### src/rtl/bus_pkg.sv
// Shared types and default sizing for the multi-master round-robin bus.
package bus_pkg;

  typedef enum logic {
    IDLE  = 1'b0,
    GRANT = 1'b1
  } arb_state_e;

  localparam int DEF_NUM_M    = 2;
  localparam int DEF_NUM_S    = 4;
  localparam int DEF_ADDR_W   = 16;
  localparam int DEF_OFFSET_W = 8;
  localparam int DEF_DATA_W   = 32;

endpackage

### src/rtl/rr_arbiter.sv
// Round-robin bus ownership: IDLE/GRANT FSM, rotating pointer, registered one-hot grant.
module rr_arbiter
  import bus_pkg::*;
#(
  parameter  int NUM_M = DEF_NUM_M,
  localparam int OW    = (NUM_M > 1) ? $clog2(NUM_M) : 1
) (
  input  logic             clk,
  input  logic             reset_n,
  input  logic [NUM_M-1:0] m_req,
  output logic [NUM_M-1:0] m_grant,
  output logic [OW-1:0]    owner,
  output logic             busy
);

  arb_state_e    state, nxt_state;
  logic [OW-1:0] ptr, nxt_ptr, nxt_owner;

  function automatic logic [OW-1:0] wrap_inc(input logic [OW-1:0] v);
    return (int'(v) == NUM_M - 1) ? '0 : v + OW'(1);
  endfunction

  // First requester at or after start, wrapping modulo NUM_M.
  function automatic logic [OW-1:0] rr_pick(input logic [NUM_M-1:0] req,
                                           input logic [OW-1:0]    start);
    logic [OW-1:0] pick;
    logic          found;
    int            k;
    pick  = '0;
    found = 1'b0;
    for (int i = 0; i < NUM_M; i++) begin
      k = (int'(start) + i) % NUM_M;
      if (!found && req[k]) begin
        found = 1'b1;
        pick  = OW'(k);
      end
    end
    return pick;
  endfunction

  always_comb begin
    nxt_state = state;
    nxt_owner = owner;
    nxt_ptr   = ptr;
    case (state)
      IDLE: begin
        if (|m_req) begin
          nxt_state = GRANT;
          nxt_owner = rr_pick(m_req, ptr);
          nxt_ptr   = wrap_inc(nxt_owner);
        end
      end
      GRANT: begin
        // No preemption: only a dropped owner request lets the grant move.
        if (!m_req[owner]) begin
          if (|m_req) begin
            nxt_owner = rr_pick(m_req, wrap_inc(owner));
            nxt_ptr   = wrap_inc(nxt_owner);
          end else begin
            nxt_state = IDLE;
          end
        end
      end
      default: nxt_state = IDLE;
    endcase
  end

  always_ff @(posedge clk or negedge reset_n) begin
    if (!reset_n) begin
      state   <= IDLE;
      owner   <= '0;
      ptr     <= '0;
      m_grant <= '0;
    end else begin
      state   <= nxt_state;
      owner   <= nxt_owner;
      ptr     <= nxt_ptr;
      m_grant <= (nxt_state == GRANT) ? (NUM_M'(1) << nxt_owner) : '0;
    end
  end

  assign busy = (state == GRANT);

endmodule

### src/rtl/bus_rr_arbiter.sv
// Shared bus: round-robin owner selection, one-hot slave decode, registered read return and range error.
module bus_rr_arbiter
  import bus_pkg::*;
#(
  parameter int NUM_M    = DEF_NUM_M,
  parameter int NUM_S    = DEF_NUM_S,
  parameter int ADDR_W   = DEF_ADDR_W,
  parameter int OFFSET_W = DEF_OFFSET_W,
  parameter int DATA_W   = DEF_DATA_W
) (
  input  logic                    clk,
  input  logic                    reset_n,
  input  logic [NUM_M-1:0]        m_req,
  input  logic [NUM_M-1:0]        m_wr,
  input  logic [NUM_M*ADDR_W-1:0] m_address,
  input  logic [NUM_M*DATA_W-1:0] m_dout,
  output logic [NUM_M-1:0]        m_grant,
  output logic [DATA_W-1:0]       m_din,
  output logic                    m_err,
  output logic [NUM_S-1:0]        s_sel,
  output logic                    s_wr,
  output logic [OFFSET_W-1:0]     s_address,
  output logic [DATA_W-1:0]       s_din,
  input  logic [NUM_S*DATA_W-1:0] s_dout
);

  localparam int OW = (NUM_M > 1) ? $clog2(NUM_M) : 1;
  localparam int IW = ADDR_W - OFFSET_W;

  logic [OW-1:0]     owner;
  logic              busy;
  logic [ADDR_W-1:0] own_addr;
  logic [DATA_W-1:0] own_dout;
  logic              own_wr;
  logic [IW-1:0]     idx;
  logic              in_range;
  logic [DATA_W-1:0] sel_dout;

  rr_arbiter #(.NUM_M(NUM_M)) u_arb (
    .clk     (clk),
    .reset_n (reset_n),
    .m_req   (m_req),
    .m_grant (m_grant),
    .owner   (owner),
    .busy    (busy)
  );

  always_comb begin
    own_addr = '0;
    own_dout = '0;
    own_wr   = 1'b0;
    for (int i = 0; i < NUM_M; i++) begin
      if (OW'(i) == owner) begin
        own_addr = m_address[i*ADDR_W +: ADDR_W];
        own_dout = m_dout[i*DATA_W +: DATA_W];
        own_wr   = m_wr[i];
      end
    end
  end

  assign idx      = own_addr[ADDR_W-1:OFFSET_W];
  assign in_range = (32'(idx) < 32'(NUM_S));

  always_comb begin
    sel_dout = '0;
    s_sel    = '0;
    for (int j = 0; j < NUM_S; j++) begin
      if (IW'(j) == idx) begin
        sel_dout = s_dout[j*DATA_W +: DATA_W];
        s_sel[j] = busy && in_range;
      end
    end
  end

  // Out-of-range accesses never reach a slave.
  assign s_wr      = busy && in_range && own_wr;
  assign s_address = busy ? own_addr[OFFSET_W-1:0] : '0;
  assign s_din     = busy ? own_dout : '0;

  always_ff @(posedge clk or negedge reset_n) begin
    if (!reset_n) begin
      m_din <= '0;
      m_err <= 1'b0;
    end else begin
      m_err <= busy && !in_range;
      if (busy && !own_wr)
        m_din <= in_range ? sel_dout : '0;
    end
  end

endmodule
### config.mk
export PLATFORM = sky130hd
export DESIGN_NAME = bus_rr_arbiter
export DESIGN_NICKNAME = d
export VERILOG_FILES = /design/src/rtl/bus_pkg.sv /design/src/rtl/rr_arbiter.sv /design/src/rtl/bus_rr_arbiter.sv
export SDC_FILE = /design/constraint.sdc
export NUM_CORES = 1
export LEC_CHECK = 0
export ABC_AREA = 1
export CAP_MARGIN = 0
export CELL_PAD_IN_SITES_DETAIL_PLACEMENT = 1
export CELL_PAD_IN_SITES_GLOBAL_PLACEMENT = 2
export CORE_MARGIN = 10
export CORE_UTILIZATION = 14
export CTS_BUF_LIST = sky130_fd_sc_hd__clkbuf_2 sky130_fd_sc_hd__clkbuf_4 sky130_fd_sc_hd__clkbuf_8
export CTS_CLUSTER_DIAMETER = 60
export DETAILED_ROUTE_END_ITERATION = 12
export GPL_TIMING_DRIVEN = 1
export PLACE_DENSITY_LB_ADDON = 0.12
export REMOVE_ABC_BUFFERS = 1
export SLEW_MARGIN = 10
export SYNTH_ARGS = -nofsm -noshare
export SYNTH_HDL_FRONTEND = slang
export SYNTH_SLANG_ARGS = --single-unit
export TNS_END_PERCENT = 20
### constraint.sdc
create_clock -name clk -period 1.75 [get_ports clk]
set_input_delay 0.35 -clock clk [delete_from_list [all_inputs] [get_ports clk]]
set_output_delay 0.35 -clock clk [all_outputs]
set_load 0.005 [all_outputs]
==> flow_summary.toml <==
[die]
die_h_um = 178
placementRows = 57
die_w_um = 178
initial_cell_density_of_the_core = 0.143
floorplan.io_pins = 310
core_area_sq_um = 24500
die_area_sq_um = 31800

[pwr]
p_seq_frac = 0.261
power.clock.fraction = 0.199
finalPower_w = 0.00347
power.combinational.fraction = 0.540
power_leakage_nw = 3.61
ir_drop_mv = 0.264
p_int_w = 0.00226
pwr_density_cell_nw_per_um2 = 436
power_switching_w = 0.00121
swShare = 0.348

[sta]
rsz0062_at_grt = "true"
final_layout_worst_hold_slack_ns = 0.480
hold_viol = 0
final_period_minus_worst_setup_slack_ns = 2.02
worst_setup_slack_final_ns = -0.271
setup-violations-final = 75
timing.fmax_mhz = 495
least_margin_pin_slew_ns = 0.467
slew_headroom = 0.689
largest_clock_skew_in_the_final_design_ns = 0.00457
final-max-slew-violation-count = 0
min_period_over_period = 1.15
timing.setup.tns_ns = -10.03

[global_route]
global_route_wire_length_before_repair_um = 35700
globalRoute.totalOverflow = 0
grt_start_max_net_pins = 45
number_of_global_route_vias_before_repair = 5614
grt_usage = 0.147
antenna_violations_before_repair = 3

[finish]
layout-drive-gt1-share = 0.222
fillerInstances = 2962
design.final.nets = 1146
multi_input_logic_area_sq_um = 2370
regArea_sq_um = 952
layout.cells.non_filler = 1244
finish.instance_area_sq_um = 7960
area_growth_syn_to_layout_pct = 127

[min_path]
hold_depth = 2
min-delay-start = "m_din[6]"
min_path_type = "flop to flop"
whs_endpoint = "m_din[6]"

[setup_path]
crit_path_end_kind = "output pin"
worstSetupPathType = "flop to output pin"
rrSetupSlack_ns = -0.14
critPathRequiredTime_ns = 1.40
r2r_end = "m_din[10]"
crit_path_top_delay_cell = "sky130_fd_sc_hd__dfrtp_2"
cp-start-kind = "flop"
maximum_net_fanout_on_the_critical_path = 17
reg2regPathDepth = 14
reg2reg_from = "u_arb.owner"
critical_path_s_top_delay_family = "buffers and inverters"
path_common_cell = "sky130_fd_sc_hd__buf_12"
data_arrival_time_of_the_critical_path_ns = 1.67
crit_chain = "buf_12, buf_12, buf_16, o21ai_1, nor2_1, dlygate4sd2_1"
critical_path.max_stage_delay_ns = 0.46
critical_path_buf_inv_count = 4

[synth]
syn_area_per_cell_sq_um = 6.10
synth_cell_area_sq_um = 3510
synth_seq_cells = 38
synth-async-reset-ratio = 1.00
yosysWarnings = 0
yosysUniqueCellTypes = 25
yosysSeqAreaShare = 0.271
synth_edf_count = 0
syn_inst = 575
ys_dominant_reg_cell = "sky130_fd_sc_hd__dfrtp_1"

[placement]
dp_hpwl_um = 19700
post_dp_cell_area_sq_um = 7200
placed_cells = 1205
numPortBuffers = 309
finalWeightedCongestion = 0.809

[clock_tree]
clock_tree.root_cell = "sky130_fd_sc_hd__clkbuf_8"
worst_skew_pair.late_latency_ns = 0.31
numCtsBuffers = 5
clock_tree_from_tritoncts = "done"
clock_pin_slew_reported_for_the_worst_setup_and_hold_paths_after_clock_tree_synthesis_ns = 0.08
clock_sink_count = 38
clock_path_buffers = 2
cts.htree.levels = 2

[detailed_routing]
wl_per_cell_um = 20.5
detail_route.first_pass.iterations = 4
drc_errors = 0
detail_route.vias_per_cell = 4.20
drt-initial-drc-count = 179
via_count = 5225
totalWireLength_um = 25500
ant_nets = 0

[job]
max-cap-violations = 0

[outcome]
outcome = "finished, violations left"
violations = "setup timing"
metrics by stage:
stage,worst slack (ns),util
detailed placement,-0.659,0.294
finish,-0.271,0.325
floorplan,-2.26,-
global route,-0.351,0.325
global placement,-0.643,0.294
CTS,-0.297,0.309
sequential cells by signal, summed over array words and instances (netlist names):
| register | cells |
|---|---|
| u_arb.m_grant | 2 |
| u_arb.busy | 1 |
| u_arb.ptr | 1 |
| u_arb.owner | 1 |
| m_err | 1 |
| m_din | 32 |
placed cells by master (no fill, tap or decap), types with 2 or more instances in the layout:
cell type,netlist,routed
sky130_fd_sc_hd__clkdlybuf4s50_1,0,263
sky130_fd_sc_hd__nand2_1,121,114
sky130_fd_sc_hd__nand3_1,97,95
sky130_fd_sc_hd__nor2_1,94,92
sky130_fd_sc_hd__inv_1,49,49
sky130_fd_sc_hd__o21ai_2,20,43
sky130_fd_sc_hd__dfrtp_1,38,37
sky130_fd_sc_hd__buf_4,5,28
sky130_fd_sc_hd__o21ai_1,10,25
sky130_fd_sc_hd__a21oi_1,34,18
sky130_fd_sc_hd__buf_2,18,17
sky130_fd_sc_hd__a21oi_2,0,16
sky130_fd_sc_hd__buf_12,0,16
sky130_fd_sc_hd__clkdlybuf4s15_2,0,14
sky130_fd_sc_hd__buf_6,2,13
sky130_fd_sc_hd__dlygate4sd2_1,0,9
sky130_fd_sc_hd__nand2_2,4,7
sky130_fd_sc_hd__nand2_4,3,7
sky130_fd_sc_hd__clkbuf_8,0,6
sky130_fd_sc_hd__clkbuf_16,0,6
sky130_fd_sc_hd__clkbuf_2,0,5
sky130_fd_sc_hd__o21ai_0,43,4
sky130_fd_sc_hd__nand4_1,4,4
sky130_fd_sc_hd__diode_2,0,3
sky130_fd_sc_hd__nand3_2,1,3
sky130_fd_sc_hd__nor3_2,0,3
sky130_fd_sc_hd__nor2_8,3,3
sky130_fd_sc_hd__buf_16,0,3
sky130_fd_sc_hd__inv_4,1,2
sky130_fd_sc_hd__nor2_4,1,2
metal layers:
layer,track usage,part of all wire,vias up
met5,0,0,-
met3,0.0400,0.063,14
met2,0.261,0.52,155
met4,0.0365,0.010,0
li1,-,-,2546
met1,0.170,0.41,2510
how the worst max path moves through the flow:
stage	cells after the start	start	slack, ns	end
after floorplan	9	u_arb.owner	-2.26	m_din[0]
after global placement	10	m_address[11]	-0.64	m_din[16]
after detailed placement	10	m_address[11]	-0.66	m_din[16]
after CTS	7	u_arb.owner	-0.30	s_sel[0]
after global routing	7	u_arb.owner	-0.35	s_sel[0]
final	6	u_arb.owner	-0.27	s_din[11]
worst min-delay path, cell delays in order, from the launching register on:
cell                      delay (ns)
sky130_fd_sc_hd__dfrtp_1        0.35
sky130_fd_sc_hd__nand2_1        0.06
sky130_fd_sc_hd__nand2_1        0.05
area by class of cell:
class                   instances  area share
well taps                     324      0.0510
repair buffers                377       0.493
clock buffers                   7      0.0113
diodes                          3    0.000944
clock inverters                 1    0.000629
inverters                      52      0.0252
multi-input cells             442       0.298
flip-flops and latches         38       0.120
logic make-up (layout without fill, tap and decap cells):
kind of cell           after synthesis  after routing  synth area share
other                                0              3                 0
flip-flops                          38             38             0.271
AO/OA/AOI/OAI                      107            107             0.174
buffers and inverters               95            437             0.125
AND/OR/NAND/NOR                    335            335             0.430
cell usage after synthesis (3+ instances only):
cell	count	area, sq um
sky130_fd_sc_hd__nand2_1	121	454
sky130_fd_sc_hd__nand3_1	97	485
sky130_fd_sc_hd__nor2_1	94	353
sky130_fd_sc_hd__inv_1	49	184
sky130_fd_sc_hd__o21ai_0	43	215
sky130_fd_sc_hd__dfrtp_1	38	951
sky130_fd_sc_hd__a21oi_1	34	170
sky130_fd_sc_hd__o21ai_2	20	175
sky130_fd_sc_hd__buf_2	18	90.1
sky130_fd_sc_hd__clkbuf_1	16	60.1
sky130_fd_sc_hd__o21ai_1	10	50.1
sky130_fd_sc_hd__buf_4	5	37.5
sky130_fd_sc_hd__nand2_2	4	25.0
sky130_fd_sc_hd__nand4_1	4	25.0
sky130_fd_sc_hd__nor3_1	4	20.0
sky130_fd_sc_hd__nand2_4	3	33.8
sky130_fd_sc_hd__nor2_8	3	60.1
power by group through the flow:
stage          combinational, W  sequential (W)  clock [W]
2_1_floorplan          0.000415        0.000944          0
5_1_grt                 0.00202        0.000907   0.000761
3_5_place_dp            0.00164        0.000921          0
3_3_place_gp            0.00162        0.000920          0
6_report                0.00187        0.000905   0.000691
4_1_cts                 0.00177        0.000905   0.000733
repair_timing:
item / CTS / global route
hold endpoints to repair: 16 / 0
setup buffers: 9 / 8
pin swaps: 4 / 50
hold buffers: 1 / 0
setup endpoints to repair: 77 / 77
gates resized for setup: 200 / 62
gates cloned: 2 / 8
Power figures use the tool's default switching activity.
